===== config.mk =====
export PLATFORM = sky130hd
export DESIGN_NAME = vth_channel_pipe
export DESIGN_NICKNAME = d
export VERILOG_FILES = /design/src/rtl/vth_channel_pipe.sv
export SDC_FILE = /design/constraint.sdc
export NUM_CORES = 1
export LEC_CHECK = 0
export CORE_UTILIZATION = 30
export CTS_CLUSTER_DIAMETER = 150
export DETAILED_ROUTE_END_ITERATION = 12
export GPL_ROUTABILITY_DRIVEN = 1
export RECOVER_POWER = 100
export SYNTH_ARGS = -nofsm -noshare
export SYNTH_HDL_FRONTEND = slang
export SYNTH_SLANG_ARGS = --single-unit

===== constraint.sdc =====
create_clock -name clk -period 2.8 [get_ports clk]
set_input_delay 0.56 -clock clk [delete_from_list [all_inputs] [get_ports clk]]
set_output_delay 0.56 -clock clk [all_outputs]
set_load 0.01 [all_outputs]

===== src/rtl/vth_channel_pipe.sv =====
// Multi-channel Vth distortion pipe: per-channel RTN (LFSR + trap) in stage 1, retention shift and saturation in stage 2.
// Optional feature: define CHANNEL_RETENTION_EN to subtract cfg_ret_shift in stage 2.
module vth_channel_pipe #(
    parameter int           VTH_W = 16,
    parameter int           NCH   = 4,
    parameter int           AMP_W = 4,
    parameter logic [15:0]  SEED  = 16'hACE1
) (
    input  logic                     clk,
    input  logic                     reset,
    input  logic                     in_valid,
    output logic                     in_ready,
    input  logic [VTH_W-1:0]         in_vth,
    input  logic [$clog2(NCH)-1:0]   in_ch,
    input  logic [AMP_W-1:0]         cfg_rtn_amp,
    input  logic [VTH_W-1:0]         cfg_ret_shift,
    output logic                     out_valid,
    input  logic                     out_ready,
    output logic [VTH_W-1:0]         out_vth,
    output logic [$clog2(NCH)-1:0]   out_ch,
    output logic [31:0]              sample_cnt
);

    localparam int          CH_W = $clog2(NCH);
    localparam logic [15:0] TAPS = 16'hB400;   // x^16 + x^14 + x^13 + x^11 + 1, right-shifting Galois form

    logic [15:0]             lfsr [NCH];
    logic [NCH-1:0]          trap;

    logic                    advance;
    logic                    accept;
    logic [15:0]             lfsr_cur;
    logic [15:0]             lfsr_nxt;
    logic                    trap_nxt;
    logic [VTH_W:0]          sum_nxt;

    logic                    s1_valid;
    logic [VTH_W:0]          s1_sum;
    logic [CH_W-1:0]         s1_ch;

    logic signed [VTH_W+1:0] diff;
    logic [VTH_W-1:0]        sat_vth;

    // A bubble in the output register never blocks; only a held, unaccepted output stalls.
    assign advance  = !out_valid || out_ready;
    assign in_ready = advance;
    assign accept   = in_valid && advance;

    // NOTE: every always_comb output gets a default first so no path can leave it unassigned and infer a latch.
    always_comb begin
        lfsr_cur = lfsr[in_ch];
        lfsr_nxt = {1'b0, lfsr_cur[15:1]} ^ (lfsr_cur[0] ? TAPS : 16'h0000);
        trap_nxt = trap[in_ch] ^ (lfsr_nxt[3:0] == 4'h0);
        sum_nxt  = {1'b0, in_vth};
        if (trap_nxt) begin
            sum_nxt = {1'b0, in_vth} + {{(VTH_W+1-AMP_W){1'b0}}, cfg_rtn_amp};
        end
    end

`ifdef CHANNEL_RETENTION_EN
    always_comb begin
        diff = $signed({1'b0, s1_sum}) - $signed({2'b00, cfg_ret_shift});
    end
`else
    logic unused_ret_shift;
    assign unused_ret_shift = ^cfg_ret_shift;

    always_comb begin
        diff = $signed({1'b0, s1_sum});
    end
`endif

    always_comb begin
        sat_vth = diff[VTH_W-1:0];
        if (diff[VTH_W+1]) begin
            sat_vth = '0;
        end else if (diff[VTH_W]) begin
            sat_vth = '1;
        end
    end

    // NOTE: sequential state uses non-blocking assignments, so the stage-1 read of lfsr/trap sees pre-edge values
    // and back-to-back samples on one channel chain correctly through the comb next-state.
    always_ff @(posedge clk) begin
        if (reset) begin
            // NOTE: the channel state array is a handful of flops, not a RAM, and must be reseeded, so every entry is reset.
            for (int c = 0; c < NCH; c++) begin
                lfsr[c] <= SEED ^ 16'(c);
            end
            trap       <= '0;
            s1_valid   <= 1'b0;
            s1_sum     <= '0;
            s1_ch      <= '0;
            out_valid  <= 1'b0;
            out_vth    <= '0;
            out_ch     <= '0;
            sample_cnt <= '0;
        end else begin
            if (accept) begin
                lfsr[in_ch] <= lfsr_nxt;
                trap[in_ch] <= trap_nxt;
            end
            if (advance) begin
                s1_valid  <= in_valid;
                out_valid <= s1_valid;
                if (in_valid) begin
                    s1_sum <= sum_nxt;
                    s1_ch  <= in_ch;
                end
                if (s1_valid) begin
                    out_vth <= sat_vth;
                    out_ch  <= s1_ch;
                end
            end
            if (out_valid && out_ready) begin
                sample_cnt <= sample_cnt + 32'd1;
            end
        end
    end

endmodule


* After elaboration in Yosys (flattened, before gate mapping) *
Memories as Yosys holds them, arrays and structs flattened.
Cells that the tools add are included.

storage, ports and cells
  flip-flop bits (word level) = 75
  RAM bits = 64
  word-level logic and storage cells = 40
  memories kept = 1

memory list
  name  depth  bits a word  read ports  clocked after memory_dff  write ports  line  text
  lfsr  4      16           1           0                         4            27    logic [15:0] lfsr [NCH];

operators by class
  add/sub/neg operators = 2
  order comparisons = 2
  multiplexer cells = 16
  bitwise operators = 2
  reduce and logical (&&, ||, !) cells = 9

operators with widths
  cell                     number
  $mux W16                 3
  $add A32 B1 Y32 const B  1
  $add A16 B4 Y17          1
  $mux W17                 1
  $reduce_or A16 Y1        1
  $xor A15 B16 Y16         1
  $mux W1                  8
  $bwmux W4                1
  $logic_not A4 Y1         1
  $reduce_and A2 Y1        2
  $logic_and A1 B1 Y1      3
  $lt A2 B3 Y1 const B     1
  $bmux W1 S2              1
  $demux W1 S2             1
  $ge A2 B1 Y1 const B     1
  $mux W2                  1
  $logic_not A1 Y1         1
  $logic_or A1 B1 Y1       1
  $xor A1 B1 Y1            1

* Logic depth before layout (Yosys ltp) *
Gate-level depths: netlist of run 1.

  depth after elaboration = 8
  mapped depth = 8
  depth with buffers taken out = 6

* Worst setup path before layout of run 1 *
No wires, ideal clock.

  kind = input -> register
  start = input in_ch[1]
  end = register s1_sum[15]
  library setup time = 0.120 ns
  arrival = 2.472 ns
  data required time = 2.680 ns
  slack = 0.209 ns
  stages = 8
  buffers on the path = 3
  path through = buf_1 -> mux4_2 -> nor4_4 -> xnor2_1 -> buf_2 -> clkbuf_1 -> nor4_1 -> o31a_1

on the way
  cells in the longest elaborated chain, start to end = 5
  elaborated cells on any way between the ends = 7
  classes of those cells = mux (3); bitwise (2); reduce/logical (1); memory (1)

RTL lines
  item                  line  text
  start, declared       14    input logic [$clog2(NCH)-1:0] in_ch,
  $mem_v2 Z4 W16        -
  $xor A15 B16 Y16      52    lfsr_nxt = {1'b0, lfsr_cur[15:1]} ^ (lfsr_cur[0] ? TAPS : 16'h0000);
  $logic_not A4 Y1      53    trap_nxt = trap[in_ch] ^ (lfsr_nxt[3:0] == 4'h0);
  $xor A1 B1 Y1 *       53
  $mux W17 *            55    if (trap_nxt) begin
  end signal, assigned  107   s1_sum <= sum_nxt;
  end, declared         38    logic [VTH_W:0] s1_sum;

Every way passes the cells marked *; elsewhere a longest branch is shown, timed or not. The select of a mux whose other input is x is not followed.
A chain may end at the register's enable or synchronous reset.

* Worst setup path after layout of run 1 *
  start = input out_ready
  end = output in_ready

on the way
  cells in the longest elaborated chain, start to end = 1

RTL lines
  item                line  text
  start, declared     18    input logic out_ready,
  $logic_or A1 B1 Y1  45    assign advance = !out_valid || out_ready;
  end, declared       12    output logic in_ready,

Every way passes these cells.

==> results.sh, run 1 <==
export IMPL_period_share=0.9455
export IMPL_synth_nets=635
export IMPL_outcome="completed"
export IMPL_synthMuxAreaShare=0.07502
export IMPL_drive_above_1_share=0.1439
export IMPL_slew_viol_final=0
export IMPL_num_nets_final=751
export IMPL_grt_max_degree=55
export IMPL_ys_seq_elements=139
export IMPL_pin_count=94
export IMPL_max_vdd_ir_drop_mv=0.3400
export IMPL_tns_ps=0
export IMPL_firstDrtPassIters=4
export IMPL_synth_xor_area_frac=0.03641
export IMPL_cts_tree="yes"
export IMPL_core_area_um2=20360
export IMPL_synth_seq_area_share=0.5473
export IMPL_drt_antenna_violating_nets=0
export IMPL_fin_crit_ps=2647
export IMPL_io_buffers=77
export IMPL_dieWidth_um=146.4
export IMPL_post_place_ws_ps=-512.5
export IMPL_synthSimpleGateAreaFrac=0.2290
export IMPL_fillers=1972
export IMPL_critPathKind="input port to output pin"
export IMPL_postSynthAreaPerCell_um2=10.66
export IMPL_drc=0
export IMPL_start_kind="input port"
export IMPL_synthesis_area_um2=6255
export IMPL_yosys_area_top_type="edfxtp_1"
export IMPL_drt_initial_drc_count=276
export IMPL_dp_cells=943
export IMPL_relSlewSlack=0.2799
export IMPL_synthTopCellsByArea="edfxtp_1, dfxtp_1, mux4_2, nor2_1, nor3_1"
export IMPL_antennaDiodeCount=0
export IMPL_final_common_cell="dfxtp_1"
export IMPL_clk_path_buf_depth=2
export IMPL_setup_violations=0
export IMPL_antenna_found_initial=0
export IMPL_final_cell_mix="dfxtp_1, nor2_1, edfxtp_1"
export IMPL_cap_viol_max_count=0
export IMPL_via_count=4777
export IMPL_numCtsBuffers=17
export IMPL_finClkSkew_ps=6.930
export IMPL_power_mw=5.165
export IMPL_worst_slew_pin_transition_ps=1080
export IMPL_end_kind="output pin"
export IMPL_clk_latency_ps=430
export IMPL_initial_core_util=0.3071
export IMPL_rows=52
export IMPL_pwr_density_cell_nw_per_um2=619.3
export IMPL_clk_pin_slew_worst_paths_ps=60
export IMPL_design_die_area_um2=21430
export IMPL_synth_edf_count=64
export IMPL_synth_top_area_share=0.3073
export IMPL_synth_cell_types=43
export IMPL_hpwl_mm=9.987
export IMPL_routedWlPerCell_um=15.40
export IMPL_cp_data_arrival_time_ps=2090
export IMPL_power_leakage_nw=3.105
export IMPL_async_reset_ff_frac=0
export IMPL_synth_compound_area_frac=0.06381
export IMPL_path_max_fanout=7
export IMPL_rsz0062_at_grt="no"
export IMPL_routed_wl_mm=15.19
export IMPL_syn2layout_area_growth_pct=33.35
export IMPL_required_ps=2240
export IMPL_hold_ws_ps=455.9
export IMPL_placed_area_um2=7624
export IMPL_cts_sinks=139
export IMPL_first_global_vias=4553
export IMPL_setup_slack_ps=152.6
export IMPL_synthAdderAreaFrac=0.01320
export IMPL_grt_total_usage=0.1453
export IMPL_gp_congestion=0.7705
export IMPL_fmax_mhz=377.7
export IMPL_synthCells=587
export IMPL_grt_pass1_wl_mm=24.05
export IMPL_layout_cells_non_filler=986
export IMPL_yosys_warnings=0
export IMPL_routed_via_density=4.845
export IMPL_design_area_um2=8341
export IMPL_die_h_um=146.4
export IMPL_min_delay_path_class="flip-flop to flip-flop"
export IMPL_ys_flop_type="dfxtp_1"
export IMPL_hold_violations=0
export IMPL_r2r_slack_ps=280
export IMPL_overflow=0
export IMPL_cts_htree_levels=4
export IMPL_synth_top_family_by_area="simple AND/OR/NAND/NOR gates"
export IMPL_fin_util=0.4096
export IMPL_cts_root_buf="clkbuf_16"
-- state kept, by name, summed over array words and instances (netlist names) --
| register | count |
|---|---|
| lfsr | 64 |
| out_valid | 1 |
| out_vth | 16 |
| sample_cnt | 32 |
| trap | 4 |
| s1_valid | 1 |
| out_ch | 2 |
| s1_sum | 17 |
| s1_ch | 2 |
-- timing repair --
action	4_1_cts	5_1_grt
endpoints found under the hold margin	0	0
pin swaps	7	6
setup endpoints to repair	10	11
hold buffers	0	0
cloned	0	2
setup buffers	3	6
gates resized for setup	1	12
-- worst max-delay path, stage by stage --
cell and delay, ps:
dlygate4sd3_1 610, nand2b_1 250, dlygate4sd3_1 670
-- synthesized netlist by cell type (6+ instances only) --
master    count
inv_1        16
and3_1       26
nor2b_1       7
a311oi_1     10
nand2_1      39
or3_1        11
xnor2_1      15
a21o_1        6
xor2_1       11
dfxtp_1      75
nor2_1       71
edfxtp_1     64
buf_1         7
a21oi_1      17
nor3_1       36
nor4_1        9
or4_1        12
nand4_1       9
nand2b_1     17
o31ai_1       9
clkbuf_1     30
and2_1        9
nand3_1      16
mux4_2       17
-- routing by layer --
layer / part of all wire / wire length (um) / up-vias / GRT usage
met5: 0 / 0 / - / 0
met4: 0.018 / 267 / 0 / 0.05521
met3: 0.051 / 771 / 22 / 0.04063
met2: 0.46 / 6989 / 101 / 0.2252
met1: 0.47 / 7159 / 2292 / 0.1922
li1: - / - / 2362 / -
-- worst paths after layout --
kind              start   endpoint  depth (start not counted)
max           out_ready   in_ready                          3
min            s1_ch[1]   s1_ch[1]                          2
max reg2reg  lfsr[3][4]  s1_sum[4]                          7
min reg2reg    s1_ch[1]   s1_ch[1]                          2
-- logic make-up (layout without fill, tap and decap cells) --
kind of cell / count (synthesis) / in the layout
buffers and inverters: 56 / 185
AND/OR/NAND/NOR: 276 / 276
adder cells (fa/ha/maj): 6 / 6
flip-flops: 139 / 139
XOR/XNOR: 26 / 26
multiplexers: 25 / 25
AO/OA/AOI/OAI: 59 / 59
-- report_power, final --
part | total [mW] | internal, mW | leakage [nW] | switching [mW]
Clock | 2.39 | 1.49 | 0.289 | 0.897
Sequential | 2.25 | 2.21 | 1.19 | 0.0372
Combinational | 0.528 | 0.248 | 1.63 | 0.281
Total | 5.17 | 3.95 | 3.10 | 1.21
-- layout make-up --
class / instances / area [um^2] / area share
inverter: 16 / 60.06 / 0.007201
clock inverter: 14 / 195.2 / 0.02340
sequential: 139 / 3423 / 0.4104
tap: 270 / 337.8 / 0.04050
clock buffer: 18 / 429.2 / 0.05146
timing repair buffer: 137 / 1261 / 0.1512
multi-input combinational: 392 / 2634 / 0.3158
No activity file was read; power rests on OpenSTA's default activity.
==> run 2, diff against run 1 <==
--- a/config.mk
+++ b/config.mk
@@ -10,6 +10,7 @@
 export DETAILED_ROUTE_END_ITERATION = 12
 export GPL_ROUTABILITY_DRIVEN = 1
 export RECOVER_POWER = 100
+export SLEW_MARGIN = 30
 export SYNTH_ARGS = -nofsm -noshare
 export SYNTH_HDL_FRONTEND = slang
 export SYNTH_SLANG_ARGS = --single-unit
==> results of run 2 <==
No change in the layout: final DEF, timing and power equal those of run 1.
